## config.mk

```make
export PLATFORM = sky130hd
export DESIGN_NAME = dec_operand_fetch_flat
export DESIGN_NICKNAME = d
export VERILOG_FILES = /design/src/rtl/dec_operand_fetch_if.sv /design/src/rtl/dec_operand_fetch.sv /design/src/flat_wrapper.sv
export SDC_FILE = /design/constraint.sdc
export NUM_CORES = 1
export LEC_CHECK = 0
export ABC_CLOCK_PERIOD_IN_PS = 2300
export CAP_MARGIN = 10
export CORE_AREA = 3 3 148 150
export CTS_CLUSTER_DIAMETER = 40
export DETAILED_ROUTE_END_ITERATION = 6
export DIE_AREA = 0 0 151 153
export PLACE_DENSITY = 0.69
export SETUP_SLACK_MARGIN = 0.05
export SLEW_MARGIN = 25
export SYNTH_ARGS = -nofsm -noshare
export SYNTH_HDL_FRONTEND = slang
export SYNTH_SLANG_ARGS = --single-unit
export TNS_END_PERCENT = 100
```

## constraint.sdc

```tcl
create_clock -name clk -period 2.3 [get_ports clk]
set_input_delay 0.345 -clock clk [delete_from_list [all_inputs] [get_ports clk]]
set_output_delay 0.345 -clock clk [all_outputs]
set_load 0.05 [all_outputs]
```

## src/rtl/dec_operand_fetch_if.sv

```systemverilog
// ============================================================================
// Module : dec_operand_fetch_if
// Brief  : Fetch, register-file, bypass and DEC->EXE bundle for operand fetch.
// Rev    : 1.0  initial release
// ============================================================================
`default_nettype none

interface dec_operand_fetch_if #(
    parameter int XLEN   = 32,
    parameter int RADR_W = 6,
    parameter int CNT_W  = 32
);
    logic              if_valid;
    logic [XLEN-1:0]   if_pc;
    logic [4:0]        if_rs1;
    logic [4:0]        if_rs2;
    logic [4:0]        if_rd;
    logic              if_use_rs1;
    logic              if_use_rs2;
    logic              if_wen;
    logic              if_is_load;
    logic              dec_ready;

    logic [RADR_W-1:0] RADR1_SD;
    logic [RADR_W-1:0] RADR2_SD;
    logic [XLEN-1:0]   RDATA1_SR;
    logic [XLEN-1:0]   RDATA2_SR;

    logic [4:0]        exe_rd;
    logic              exe_wen;
    logic              exe_is_load;
    logic [XLEN-1:0]   exe_result;
    logic [4:0]        mem_rd;
    logic              mem_wen;
    logic [XLEN-1:0]   mem_result;
    logic [4:0]        wb_rd;
    logic              wb_wen;
    logic [XLEN-1:0]   wb_data;
    logic              flush;

    logic              ex_valid;
    logic              ex_ready;
    logic [XLEN-1:0]   ex_pc;
    logic [XLEN-1:0]   ex_op1;
    logic [XLEN-1:0]   ex_op2;
    logic [4:0]        ex_rd;
    logic              ex_wen;
    logic              ex_is_load;
    logic [CNT_W-1:0]  stall_cnt;

    modport slave (
        input  if_valid, if_pc, if_rs1, if_rs2, if_rd, if_use_rs1, if_use_rs2,
               if_wen, if_is_load, RDATA1_SR, RDATA2_SR,
               exe_rd, exe_wen, exe_is_load, exe_result,
               mem_rd, mem_wen, mem_result, wb_rd, wb_wen, wb_data,
               flush, ex_ready,
        output dec_ready, RADR1_SD, RADR2_SD,
               ex_valid, ex_pc, ex_op1, ex_op2, ex_rd, ex_wen, ex_is_load,
               stall_cnt
    );

    modport master (
        output if_valid, if_pc, if_rs1, if_rs2, if_rd, if_use_rs1, if_use_rs2,
               if_wen, if_is_load, RDATA1_SR, RDATA2_SR,
               exe_rd, exe_wen, exe_is_load, exe_result,
               mem_rd, mem_wen, mem_result, wb_rd, wb_wen, wb_data,
               flush, ex_ready,
        input  dec_ready, RADR1_SD, RADR2_SD,
               ex_valid, ex_pc, ex_op1, ex_op2, ex_rd, ex_wen, ex_is_load,
               stall_cnt
    );
endinterface

`default_nettype wire

```

## src/rtl/dec_operand_fetch.sv

```systemverilog
// ============================================================================
// Module : dec_operand_fetch
// Brief  : Decode operand fetch with EXE/MEM/WB forwarding and load-use stall.
// Rev    : 1.0  initial release
// ============================================================================
`default_nettype none

module dec_operand_fetch #(
    parameter int XLEN   = 32,
    parameter int RADR_W = 6,
    parameter int CNT_W  = 32
) (
    input  logic               clk,
    input  logic               reset,
    dec_operand_fetch_if.slave bus
);
    logic              w_advance;
    logic              w_luh;
    logic [XLEN-1:0]   op1_d;
    logic [XLEN-1:0]   op2_d;

    logic              ex_valid_q;
    logic [XLEN-1:0]   ex_pc_q;
    logic [XLEN-1:0]   ex_op1_q;
    logic [XLEN-1:0]   ex_op2_q;
    logic [4:0]        ex_rd_q;
    logic              ex_wen_q;
    logic              ex_is_load_q;
    logic [CNT_W-1:0]  stall_cnt_q;

    // Youngest producer wins; x0 is hard-wired so it never takes a bypass.
    function automatic logic [XLEN-1:0] fwd(
        input logic [4:0]      rs,
        input logic [XLEN-1:0] rf_data,
        input logic [4:0]      e_rd,
        input logic            e_wen,
        input logic [XLEN-1:0] e_val,
        input logic [4:0]      m_rd,
        input logic            m_wen,
        input logic [XLEN-1:0] m_val,
        input logic [4:0]      w_rd,
        input logic            w_wen,
        input logic [XLEN-1:0] w_val
    );
        if (rs == 5'd0)                   return '0;
        else if (e_wen && (e_rd == rs))   return e_val;
        else if (m_wen && (m_rd == rs))   return m_val;
        else if (w_wen && (w_rd == rs))   return w_val;
        else                              return rf_data;
    endfunction

    always_comb begin
        op1_d = fwd(bus.if_rs1, bus.RDATA1_SR,
                    bus.exe_rd, bus.exe_wen, bus.exe_result,
                    bus.mem_rd, bus.mem_wen, bus.mem_result,
                    bus.wb_rd,  bus.wb_wen,  bus.wb_data);
        op2_d = fwd(bus.if_rs2, bus.RDATA2_SR,
                    bus.exe_rd, bus.exe_wen, bus.exe_result,
                    bus.mem_rd, bus.mem_wen, bus.mem_result,
                    bus.wb_rd,  bus.wb_wen,  bus.wb_data);
    end

    assign w_advance = ~ex_valid_q | bus.ex_ready;
    assign w_luh     = bus.if_valid & bus.exe_is_load & bus.exe_wen & (bus.exe_rd != 5'd0)
                     & ((bus.if_use_rs1 & (bus.exe_rd == bus.if_rs1))
                      | (bus.if_use_rs2 & (bus.exe_rd == bus.if_rs2)));

    assign bus.dec_ready = bus.flush | (w_advance & ~w_luh);
    assign bus.RADR1_SD  = {{(RADR_W-5){1'b0}}, bus.if_rs1};
    assign bus.RADR2_SD  = {{(RADR_W-5){1'b0}}, bus.if_rs2};

    always_ff @(posedge clk) begin
        if (reset) begin
            ex_valid_q   <= 1'b0;
            ex_pc_q      <= '0;
            ex_op1_q     <= '0;
            ex_op2_q     <= '0;
            ex_rd_q      <= '0;
            ex_wen_q     <= 1'b0;
            ex_is_load_q <= 1'b0;
            stall_cnt_q  <= '0;
        end else if (bus.flush) begin
            ex_valid_q   <= 1'b0;
        end else if (w_advance && w_luh) begin
            ex_valid_q   <= 1'b0;
            if (stall_cnt_q != '1)
                stall_cnt_q <= stall_cnt_q + CNT_W'(1);
        end else if (w_advance) begin
            ex_valid_q   <= bus.if_valid;
            ex_pc_q      <= bus.if_pc;
            ex_op1_q     <= op1_d;
            ex_op2_q     <= op2_d;
            ex_rd_q      <= bus.if_rd;
            ex_wen_q     <= bus.if_valid & bus.if_wen;
            ex_is_load_q <= bus.if_valid & bus.if_is_load;
        end
    end

    assign bus.ex_valid   = ex_valid_q;
    assign bus.ex_pc      = ex_pc_q;
    assign bus.ex_op1     = ex_op1_q;
    assign bus.ex_op2     = ex_op2_q;
    assign bus.ex_rd      = ex_rd_q;
    assign bus.ex_wen     = ex_wen_q;
    assign bus.ex_is_load = ex_is_load_q;
    assign bus.stall_cnt  = stall_cnt_q;
endmodule

`default_nettype wire

```

## src/flat_wrapper.sv

```systemverilog
// flat-port wrapper written by rule: the top's interface ports become plain ports
module dec_operand_fetch_flat 
#(
    parameter int XLEN   = 32,
    parameter int RADR_W = 6,
    parameter int CNT_W  = 32
)
  (clk, reset, bus_if_valid, bus_if_pc, bus_if_rs1, bus_if_rs2, bus_if_rd, bus_if_use_rs1, bus_if_use_rs2, bus_if_wen, bus_if_is_load, bus_RDATA1_SR, bus_RDATA2_SR, bus_exe_rd, bus_exe_wen, bus_exe_is_load, bus_exe_result, bus_mem_rd, bus_mem_wen, bus_mem_result, bus_wb_rd, bus_wb_wen, bus_wb_data, bus_flush, bus_ex_ready, bus_dec_ready, bus_RADR1_SD, bus_RADR2_SD, bus_ex_valid, bus_ex_pc, bus_ex_op1, bus_ex_op2, bus_ex_rd, bus_ex_wen, bus_ex_is_load, bus_stall_cnt);
  dec_operand_fetch_if #(.XLEN(XLEN), .RADR_W(RADR_W), .CNT_W(CNT_W)) bus_i ();
  input  logic clk;
  input  logic reset;
  input wire logic [$bits(bus_i.if_valid)-1:0] bus_if_valid;
  input wire logic [$bits(bus_i.if_pc)-1:0] bus_if_pc;
  input wire logic [$bits(bus_i.if_rs1)-1:0] bus_if_rs1;
  input wire logic [$bits(bus_i.if_rs2)-1:0] bus_if_rs2;
  input wire logic [$bits(bus_i.if_rd)-1:0] bus_if_rd;
  input wire logic [$bits(bus_i.if_use_rs1)-1:0] bus_if_use_rs1;
  input wire logic [$bits(bus_i.if_use_rs2)-1:0] bus_if_use_rs2;
  input wire logic [$bits(bus_i.if_wen)-1:0] bus_if_wen;
  input wire logic [$bits(bus_i.if_is_load)-1:0] bus_if_is_load;
  input wire logic [$bits(bus_i.RDATA1_SR)-1:0] bus_RDATA1_SR;
  input wire logic [$bits(bus_i.RDATA2_SR)-1:0] bus_RDATA2_SR;
  input wire logic [$bits(bus_i.exe_rd)-1:0] bus_exe_rd;
  input wire logic [$bits(bus_i.exe_wen)-1:0] bus_exe_wen;
  input wire logic [$bits(bus_i.exe_is_load)-1:0] bus_exe_is_load;
  input wire logic [$bits(bus_i.exe_result)-1:0] bus_exe_result;
  input wire logic [$bits(bus_i.mem_rd)-1:0] bus_mem_rd;
  input wire logic [$bits(bus_i.mem_wen)-1:0] bus_mem_wen;
  input wire logic [$bits(bus_i.mem_result)-1:0] bus_mem_result;
  input wire logic [$bits(bus_i.wb_rd)-1:0] bus_wb_rd;
  input wire logic [$bits(bus_i.wb_wen)-1:0] bus_wb_wen;
  input wire logic [$bits(bus_i.wb_data)-1:0] bus_wb_data;
  input wire logic [$bits(bus_i.flush)-1:0] bus_flush;
  input wire logic [$bits(bus_i.ex_ready)-1:0] bus_ex_ready;
  output wire logic [$bits(bus_i.dec_ready)-1:0] bus_dec_ready;
  output wire logic [$bits(bus_i.RADR1_SD)-1:0] bus_RADR1_SD;
  output wire logic [$bits(bus_i.RADR2_SD)-1:0] bus_RADR2_SD;
  output wire logic [$bits(bus_i.ex_valid)-1:0] bus_ex_valid;
  output wire logic [$bits(bus_i.ex_pc)-1:0] bus_ex_pc;
  output wire logic [$bits(bus_i.ex_op1)-1:0] bus_ex_op1;
  output wire logic [$bits(bus_i.ex_op2)-1:0] bus_ex_op2;
  output wire logic [$bits(bus_i.ex_rd)-1:0] bus_ex_rd;
  output wire logic [$bits(bus_i.ex_wen)-1:0] bus_ex_wen;
  output wire logic [$bits(bus_i.ex_is_load)-1:0] bus_ex_is_load;
  output wire logic [$bits(bus_i.stall_cnt)-1:0] bus_stall_cnt;
  assign bus_i.if_valid = bus_if_valid;
  assign bus_i.if_pc = bus_if_pc;
  assign bus_i.if_rs1 = bus_if_rs1;
  assign bus_i.if_rs2 = bus_if_rs2;
  assign bus_i.if_rd = bus_if_rd;
  assign bus_i.if_use_rs1 = bus_if_use_rs1;
  assign bus_i.if_use_rs2 = bus_if_use_rs2;
  assign bus_i.if_wen = bus_if_wen;
  assign bus_i.if_is_load = bus_if_is_load;
  assign bus_i.RDATA1_SR = bus_RDATA1_SR;
  assign bus_i.RDATA2_SR = bus_RDATA2_SR;
  assign bus_i.exe_rd = bus_exe_rd;
  assign bus_i.exe_wen = bus_exe_wen;
  assign bus_i.exe_is_load = bus_exe_is_load;
  assign bus_i.exe_result = bus_exe_result;
  assign bus_i.mem_rd = bus_mem_rd;
  assign bus_i.mem_wen = bus_mem_wen;
  assign bus_i.mem_result = bus_mem_result;
  assign bus_i.wb_rd = bus_wb_rd;
  assign bus_i.wb_wen = bus_wb_wen;
  assign bus_i.wb_data = bus_wb_data;
  assign bus_i.flush = bus_flush;
  assign bus_i.ex_ready = bus_ex_ready;
  assign bus_dec_ready = bus_i.dec_ready;
  assign bus_RADR1_SD = bus_i.RADR1_SD;
  assign bus_RADR2_SD = bus_i.RADR2_SD;
  assign bus_ex_valid = bus_i.ex_valid;
  assign bus_ex_pc = bus_i.ex_pc;
  assign bus_ex_op1 = bus_i.ex_op1;
  assign bus_ex_op2 = bus_i.ex_op2;
  assign bus_ex_rd = bus_i.ex_rd;
  assign bus_ex_wen = bus_i.ex_wen;
  assign bus_ex_is_load = bus_i.ex_is_load;
  assign bus_stall_cnt = bus_i.stall_cnt;
  dec_operand_fetch #(.XLEN(XLEN), .RADR_W(RADR_W), .CNT_W(CNT_W)) u_core (.clk(clk), .reset(reset), .bus(bus_i));
endmodule
```

Word-level counts from Yosys, hierarchy flattened --
Index checks and enable logic that the tools add are counted.
Operators by class: bitwise operators 16, reductions and logical operators 13, add/sub/neg operators 1, eq/ne operators 7, muxes and demuxes 8
Operators by type and width (number):
- 32-bit 2-to-1 mux | 8
- 32-bit by 1-bit adder with 32-bit output, second input constant | 1
- 32-bit != test, second input constant | 1
- 5-bit == test | 6
- 5-bit zero test | 2
- 1-bit AND | 9
- 1-bit logical AND | 7
- 3-bit AND reduction | 2
- 5-bit nonzero test | 1
- 1-bit NOT | 4
- 1-bit OR | 3
- 3-bit OR reduction | 1
Word-level totals: register bits after elaboration 136, output and inout bits 149, input bits 235, logic and storage cells 53

Longest topological paths before layout --
depth in word-level cells 7, mapped depth 10, gate-level depth less buffers 7

Worst setup path after synthesis --
Ideal clock, no wire load.
path type flip-flop to flip-flop, from register u_core.stall_cnt_q[0] (netlist: u_core.bus.stall_cnt[0]), to register u_core.stall_cnt_q[1] (netlist: u_core.bus.stall_cnt[1]), setup time 0.128 ns, path slack -0.110 ns, cell stages (with the launch flop) 11, data arrival time 2.282 ns, clock period less this slack 2.410 ns, data required time 2.172 ns, path buffers 3, cells stage by stage dfxtp_1 -> ha_1 -> and2_1 -> and4_1 -> buf_2 -> nand2_1 -> o211ai_4 -> buf_4 -> buf_4 -> mux2i_1 -> nor2_1
Between the ends: cells in the longest elaborated chain, start to end 2, elaborated cells on any way between the ends 3, classes of those cells add/sub: 1; eq/ne: 1; reduce/logical: 1
RTL lines:
- start: declaration | RTL line dec_operand_fetch.sv:29 | logic [CNT_W-1:0] stall_cnt_q;
- start signal: assignment | RTL line dec_operand_fetch.sv:87 | stall_cnt_q <= stall_cnt_q + CNT_W'(1);
- parallel branches: the longest is 2 deep, another holds 32-bit by 1-bit adder with 32-bit output
Several ways; the timed one is not identified. A chain may end at the register's enable or synchronous reset.

Final worst setup path --
from register u_core.stall_cnt_q[0] (netlist: u_core.bus.stall_cnt[0]), to register u_core.stall_cnt_q[27] (netlist: u_core.bus.stall_cnt[27])
The elaborated chain is that of the path after synthesis.

==> results.json <==
{
  "status": "finished clean",
  "dr.first_iter.drc_count": 717,
  "intPower_mw": 5.053,
  "drcViolationCount": 0,
  "max_cap_viol_count": 0,
  "grt_pass1_vias": 8706,
  "drtAntennaViolNets": 0,
  "total_leakage_power_nw": 4.866,
  "tritoncts": "yes",
  "cts_buffers": 17,
  "synth_cell_type_count": 47,
  "core-area_um2": 20820,
  "antenna_found_initial": 2,
  "power_density_nw_per_um2": 564.5,
  "clkLatencyLatePin_ps": 420,
  "p_switching_mw": 2.318,
  "synthArstFlopShare_pct": 0,
  "max_stage_delay_ps": 400,
  "port_buffers": 381,
  "critPathMaxFanout": 7,
  "ctsLongestPathBuffers": 2,
  "power.share.clock_pct": 39.0,
  "postPlaceCellArea_um2": 12270,
  "max-vdd-ir-drop_v": 0.0004477,
  "area_delta_synth_final_pct": 78.61,
  "hpwl_um": 23960,
  "rrSetupSlack_ps": 100,
  "cp_num_buf_inv": 1,
  "critPathCaptureType": "flop",
  "syn_avg_cell_area_um2": 8.442,
  "finalHoldViolations": 0,
  "fin_nets": 1535,
  "pin_count": 384,
  "multi_input_area_um2": 4295,
  "synth.top_cells.by_count": "136 x dfxtp_1, 99 x nand2_1, 83 x o21ai_0",
  "p_sw_share_pct": 31.45,
  "clkTransAtPathRegs_ps": 70,
  "gp_congestion": 0.9590,
  "cts.sinks": 136,
  "start_kind": "flop",
  "seq_area_frac_synth_pct": 37.24,
  "fin_crit_ps": 2205,
  "ys.flop_type": "dfxtp_1",
  "grt_usage_pct": 27.54,
  "die_h_um": 153,
  "finalSetupViolations": 0,
  "fillers": 1802,
  "synthTopCellsByArea": "dfxtp_1 37%, a221oi_1 7.7%, a2bb2oi_1 7.7%",
  "num_vias": 8838,
  "drive_above_1_share_pct": 16.23,
  "synth-edff-count": 0,
  "die_w_um": 151,
  "yosys_warnings": 0,
  "finalMaxSlewViolations": 0,
  "root_buffer": "clkbuf_16",
  "yosysMostFrequentCell": "dfxtp_1",
  "cp.required_ps": 2650,
  "cts_max_level": 4,
  "avgViaCountPerCell": 5.562,
  "wl_per_cell_um": 20.82,
  "hold_path.class": "in -> reg",
  "rsz0062_at_grt": "yes",
  "grt_max_degree": 40,
  "worst_clock_skew_ps": 12.82,
  "die_area_um2": 23100,
  "synth_area_leader_cell": "dfxtp_1",
  "crit_slowest_cell": "or3_1",
  "finalCritPeriodShare_pct": 95.85,
  "slew_headroom_pct": 60.30,
  "stdcell_area_um2": 13060,
  "cp_top_family": "simple AND/OR/NAND/NOR gates",
  "pwr-share-seq_pct": 34.6,
  "worstPathArrival_ps": 2560,
  "drt_wl_total_um": 33080,
  "seq_area_um2": 2735,
  "synth_top_area_share_pct": 37.24,
  "syn_area_um2": 7311,
  "path_class": "reg -> reg",
  "hold_ws_ps": 393.5,
  "fmax_ghz": 0.4536,
  "holdBufCountCts": 0,
  "p_comb_share_pct": 26.4,
  "core.rowCount": 53,
  "synth-seq-cells": 136,
  "grt_pass1_wl_um": 49600,
  "firstDrtPassIters": 6,
  "synth_cells": 866,
  "start_util_pct": 35.11,
  "tightest_slew_ps": 593.7,
  "path_cells": "ha_1, and2_4, and4_4, buf_6, a2111oi_4, nand3b_1, or3_1, a21oi_2",
  "overflow": 0
}
==> layout by cell type, fill, tap and decap left out, drive strengths merged, types with 3 or more instances in the layout <==
master,netlist,final
and4,4,4
or3,20,20
nor2b,4,4
nor3,6,6
or4,10,10
and3,9,9
o31ai,7,7
nand4,10,10
dfxtp,136,136
nor2,18,18
buf,36,135
o21ai,84,84
nand3,16,16
clkdlybuf4s50,0,354
dlygate4sd2,0,9
a221oi,64,64
a21oi,65,65
o2bb2ai,64,64
a2bb2oi,64,64
inv,3,12
clkbuf,56,24
nand2,99,99
xor2,20,20
nand2b,3,3
xnor2,14,14
and2,36,36
==> routing by layer <==
metal | track usage (%) | vias to the layer above | part of all wire (%)
met3 | 6.878 | 76 | 8.8
met5 | 0 | - | 0
met1 | 35.88 | 4133 | 40
li1 | - | 4162 | -
met4 | 12.56 | 0 | 4.1
met2 | 42.79 | 467 | 47
==> area by class of cell <==
cell class | instances | share of cell area [%]
inverters | 3 | 0.08624
diodes | 2 | 0.03833
well taps | 275 | 2.635
flip-flops and latches | 136 | 20.95
multi-input cells | 637 | 32.90
clock buffers | 18 | 3.287
clock inverters | 14 | 1.342
repair buffers | 504 | 38.77
==> power by group through the flow <==
stage               combinational, mW  clock [mW]  sequential [mW]
floorplan                       0.526           0             3.02
global placement                 1.92           0             2.60
detailed placement               1.93           0             2.60
CTS                              1.94        2.92             2.55
global route                     2.05        3.02             2.56
finish                           1.95        2.87             2.55
==> flip-flops by register name, summed over array words and instances, names as in the netlist <==
register and flops:
u_core.bus.ex_op2 32, u_core.bus.ex_is_load 1, u_core.bus.stall_cnt 32, u_core.bus.ex_rd 5, u_core.bus.ex_pc 32, u_core.bus.ex_valid 1, u_core.bus.ex_wen 1, u_core.bus.ex_op1 32
==> kinds of logic after synthesis <==
kind of cell,after synthesis,synth area share (%)
multiplexers,2,0.2909
other,1,0.05129
flip-flops,136,37.24
buffers and inverters,95,6.076
adder cells (fa/ha/maj),1,0.1711
XOR/XNOR,34,4.073
AND/OR/NAND/NOR,241,16.91
AO/OA/AOI/OAI,356,35.19
==> metrics by stage <==
step | setup slack (ps) | setup TNS, ps | util [%] | cells | power, mW
floorplan | 45.91 | 0 | - | 867 | 3.542
global placement | -433.4 | -47450 | 58.92 | 1544 | 4.520
detailed placement | -467.9 | -52650 | 58.92 | 1544 | 4.524
CTS | 40.63 | 0 | 62.10 | 1581 | 7.405
global route | 6.702 | 0 | 62.71 | 1589 | 7.635
finish | 95.49 | 0 | 62.71 | 1589 | 7.370
==> repair_timing <==
item,in CTS,in global routing
setup buffers,4,6
resized for setup,22,30
setup endpoints to repair,117,19
pin swaps,6,14
gates cloned,1,0
==> worst paths after layout <==
check	from	end	cells past startpoint
max reg2reg	u_core.bus.stall_cnt[0]	u_core.bus.stall_cnt[27]	8
max	u_core.bus.stall_cnt[0]	u_core.bus.stall_cnt[27]	8
min reg2reg	u_core.bus.ex_rd[4]	u_core.bus.ex_rd[4]	2
min	reset	u_core.bus.stall_cnt[15]	2
Note: power is estimated with default switching activity, not from simulation.
==> variant, RTL diff (same settings) <==
Make the reset (`reset`) asynchronous in one clocked block.
--- a/src/rtl/dec_operand_fetch.sv
+++ b/src/rtl/dec_operand_fetch.sv
@@ -69,7 +69,7 @@
     assign bus.RADR1_SD  = {{(RADR_W-5){1'b0}}, bus.if_rs1};
     assign bus.RADR2_SD  = {{(RADR_W-5){1'b0}}, bus.if_rs2};
 
-    always_ff @(posedge clk) begin
+    always_ff @(posedge clk or posedge reset) begin
         if (reset) begin
             ex_valid_q   <= 1'b0;
             ex_pc_q      <= '0;
Formal check against the unedited RTL: not equivalent (a bounded check fails within 4 cycles, from zero or initial values and one cycle with reset high; the reset may be asserted at any time).
==> variant against the unedited design <==
- sequential cell count unchanged
- combinational power increased by 42%
- sequential power increased by 9.4%
- power increased by 15%
- setup slack got worse by 0.019 ns
- synthesized area increased by 1.2%
- critical path type is now in2reg
- highest routed layer is now met5
- wire length decreased by 12%
- final area decreased by 1.1%
- die area unchanged
==> variant: results (changes against the unedited design) <==
Detailed routing
  • Via-per-instance ratio: 5.311 (-4.5%)
  • Routed len/inst: 21.23 um (+2.0%)
  • First DRT Iteration DRCs: 304 (-58%)
  • Drt pass-1 iters: 4 (-2)
  • Vias: 7302 (-17%)

Global routing
  • Met1 Track Usage GR: 28.44% (-7.4 points)
  • Global-route wire length before repair: 42.76 mm (-14%)
  • Initial antenna violation count: 6 (+4)
  • Total grt overflow: 0 (unchanged)
  • Largest net degree at the start of global routing: 65 (+63%)
  • Total GRT Usage: 23.99% (-3.5 points)
  • M3 GR Usage: 7.530% (+0.65 points)
  • Number of global-route vias before repair: 7499 (-14%)
  • Met2 Use GR: 41.00% (-1.8 points)

CTS
  • Worst-Skew Late Latency: 0.43 ns
  • Postcts setup bufs: 1 (-3)
  • Maximum clock path buffer count: 2 (unchanged)
  • Cts bufs inserted: 17 (unchanged)
  • Worst-path clk slew: 0.07 ns (about the same)
  • Post-CTS Resized: 21 (-4.5%)

Yosys
  • Compound-Gate Fraction of Synth Area: 17.39% (-18 points)
  • Sequential area share after synthesis: 46.02% (+8.8 points)
  • Synth top cells by count: 136 x dfrtp_1, 69 x nor2_1, 64 x a211oi_1, 64 x a221o_1, 64 x mux2i_1
  • Synth Area in Adders: 0.1692% (-0.0020 points)
  • Ys async rst share: 100.0% (+100 points)
  • Xor/xnor share of the synthesized area: 7.105% (+3.0 points)
  • Synth unique cells: 45 (-4.3%)
  • Cells after synthesis: 661 (-24%)
  • Ys Warns: 0 (unchanged)
  • Top FF cell, synth: dfrtp_1
  • Mux contribution to synthesized area: 14.60% (+14 points)
  • Top post-synthesis cells by area: dfrtp_1 46%, a221o_1 8.7%, mux2i_1 8.7%

Placed design
  • Area of placed instances: 0.01211 sq mm (-1.3%)
  • RD Place Congestion: 0.8915 (-7.0%)
  • IO buf count: 381 (unchanged)
  • DP Wirelength: 21.89 mm (-8.6%)
  • Pre-CTS WS: -0.5856 ns (-0.1177 ns)

Pwr
  • Worst ir drop on vdd: 339.6 uV (-24%)
  • Pleak: 5.111 nW (+5.0%)
  • Logic power comb: 2.77 mW (+42%)
  • Reg power frac: 33.0% (-1.6 points)
  • Cell Int Power: 5.511 mW (+9.1%)

Layout
  • Fillers: 1735 (-3.7%)
  • Layout cells sized above 1: 19.22% (+3.0 points)
  • Fin nets: 1321 (-14%)

Outcome
  • Status: complete, no violations

Critical path
  • Critical-path top delay cell: clkdlybuf4s50_1
  • CP peak stage delay: 0.47 ns (+0.07 ns)
  • Critical Path AT: 2.53 ns (-0.03 ns)
  • Critical path peak fanout: 15 (+8)

Worst hold path
  • Hold WC Path Type: in2async

STA
  • Worst-margin pin slew: 0.6099 ns (+0.01615 ns)
  • Max Clock Skew: 0.006808 ns (-0.006012 ns)
==> variant: final cells by class <==
class	count	area [sq um]	share of cell area [%]
timing repair buffer	460	4652	36.02
multi-input combinational	467	3855	29.85
clock buffer	17	425.4	3.294
inverter	3	15.01	0.1163
sequential	136	3416	26.45
tap	275	344.1	2.664
antenna	2	5.005	0.03875
clock inverter	15	202.7	1.569
==> variant: worst max-delay path, delay by kind of cell <==
family	cells	cell delay, ns
buf+inv	3	0.83
simple gates	2	0.52
xor+xnor	1	0.15
mux	1	0.27
compound gates	2	0.40
==> variant: path summary, 6_finish.rpt <==
kind / start / endpoint / slack [ns] / depth (start not counted)
max: bus_if_rs2[0] / u_core.bus.ex_op2[30]$_DFFE_PP0P_ / 0.08 / 9
min: reset / u_core.bus.stall_cnt[10]$_DFFE_PP0P_ / 0.32 / 2
max reg2reg: u_core.bus.stall_cnt[11]$_DFFE_PP0P_ / u_core.bus.stall_cnt[30]$_DFFE_PP0P_ / 0.14 / 5
min reg2reg: u_core.bus.stall_cnt[12]$_DFFE_PP0P_ / u_core.bus.stall_cnt[12]$_DFFE_PP0P_ / 0.49 / 1
max in group asynchronous: reset / u_core.bus.ex_pc[17]$_DFFE_PP0P_ / 1.36 / 3
min in group clk: u_core.bus.stall_cnt[12]$_DFFE_PP0P_ / u_core.bus.stall_cnt[12]$_DFFE_PP0P_ / 0.49 / 1
==> variant: routing by layer <==
layer | vias to the layer above | share of wire [%]
met3 | 43 | 8.8
met2 | 334 | 50
met4 | 6 | 2.2
li1 | 3371 | -
met5 | - | 0.12
met1 | 3548 | 39
==> variant: metrics by stage <==
stage | utilization [%] | total power, mW
floorplan | - | 4.270
global placement | 58.16 | 5.562
detailed placement | 58.16 | 5.581
CTS | 61.29 | 8.510
global route | 62.01 | 8.785
finish | 62.02 | 8.474
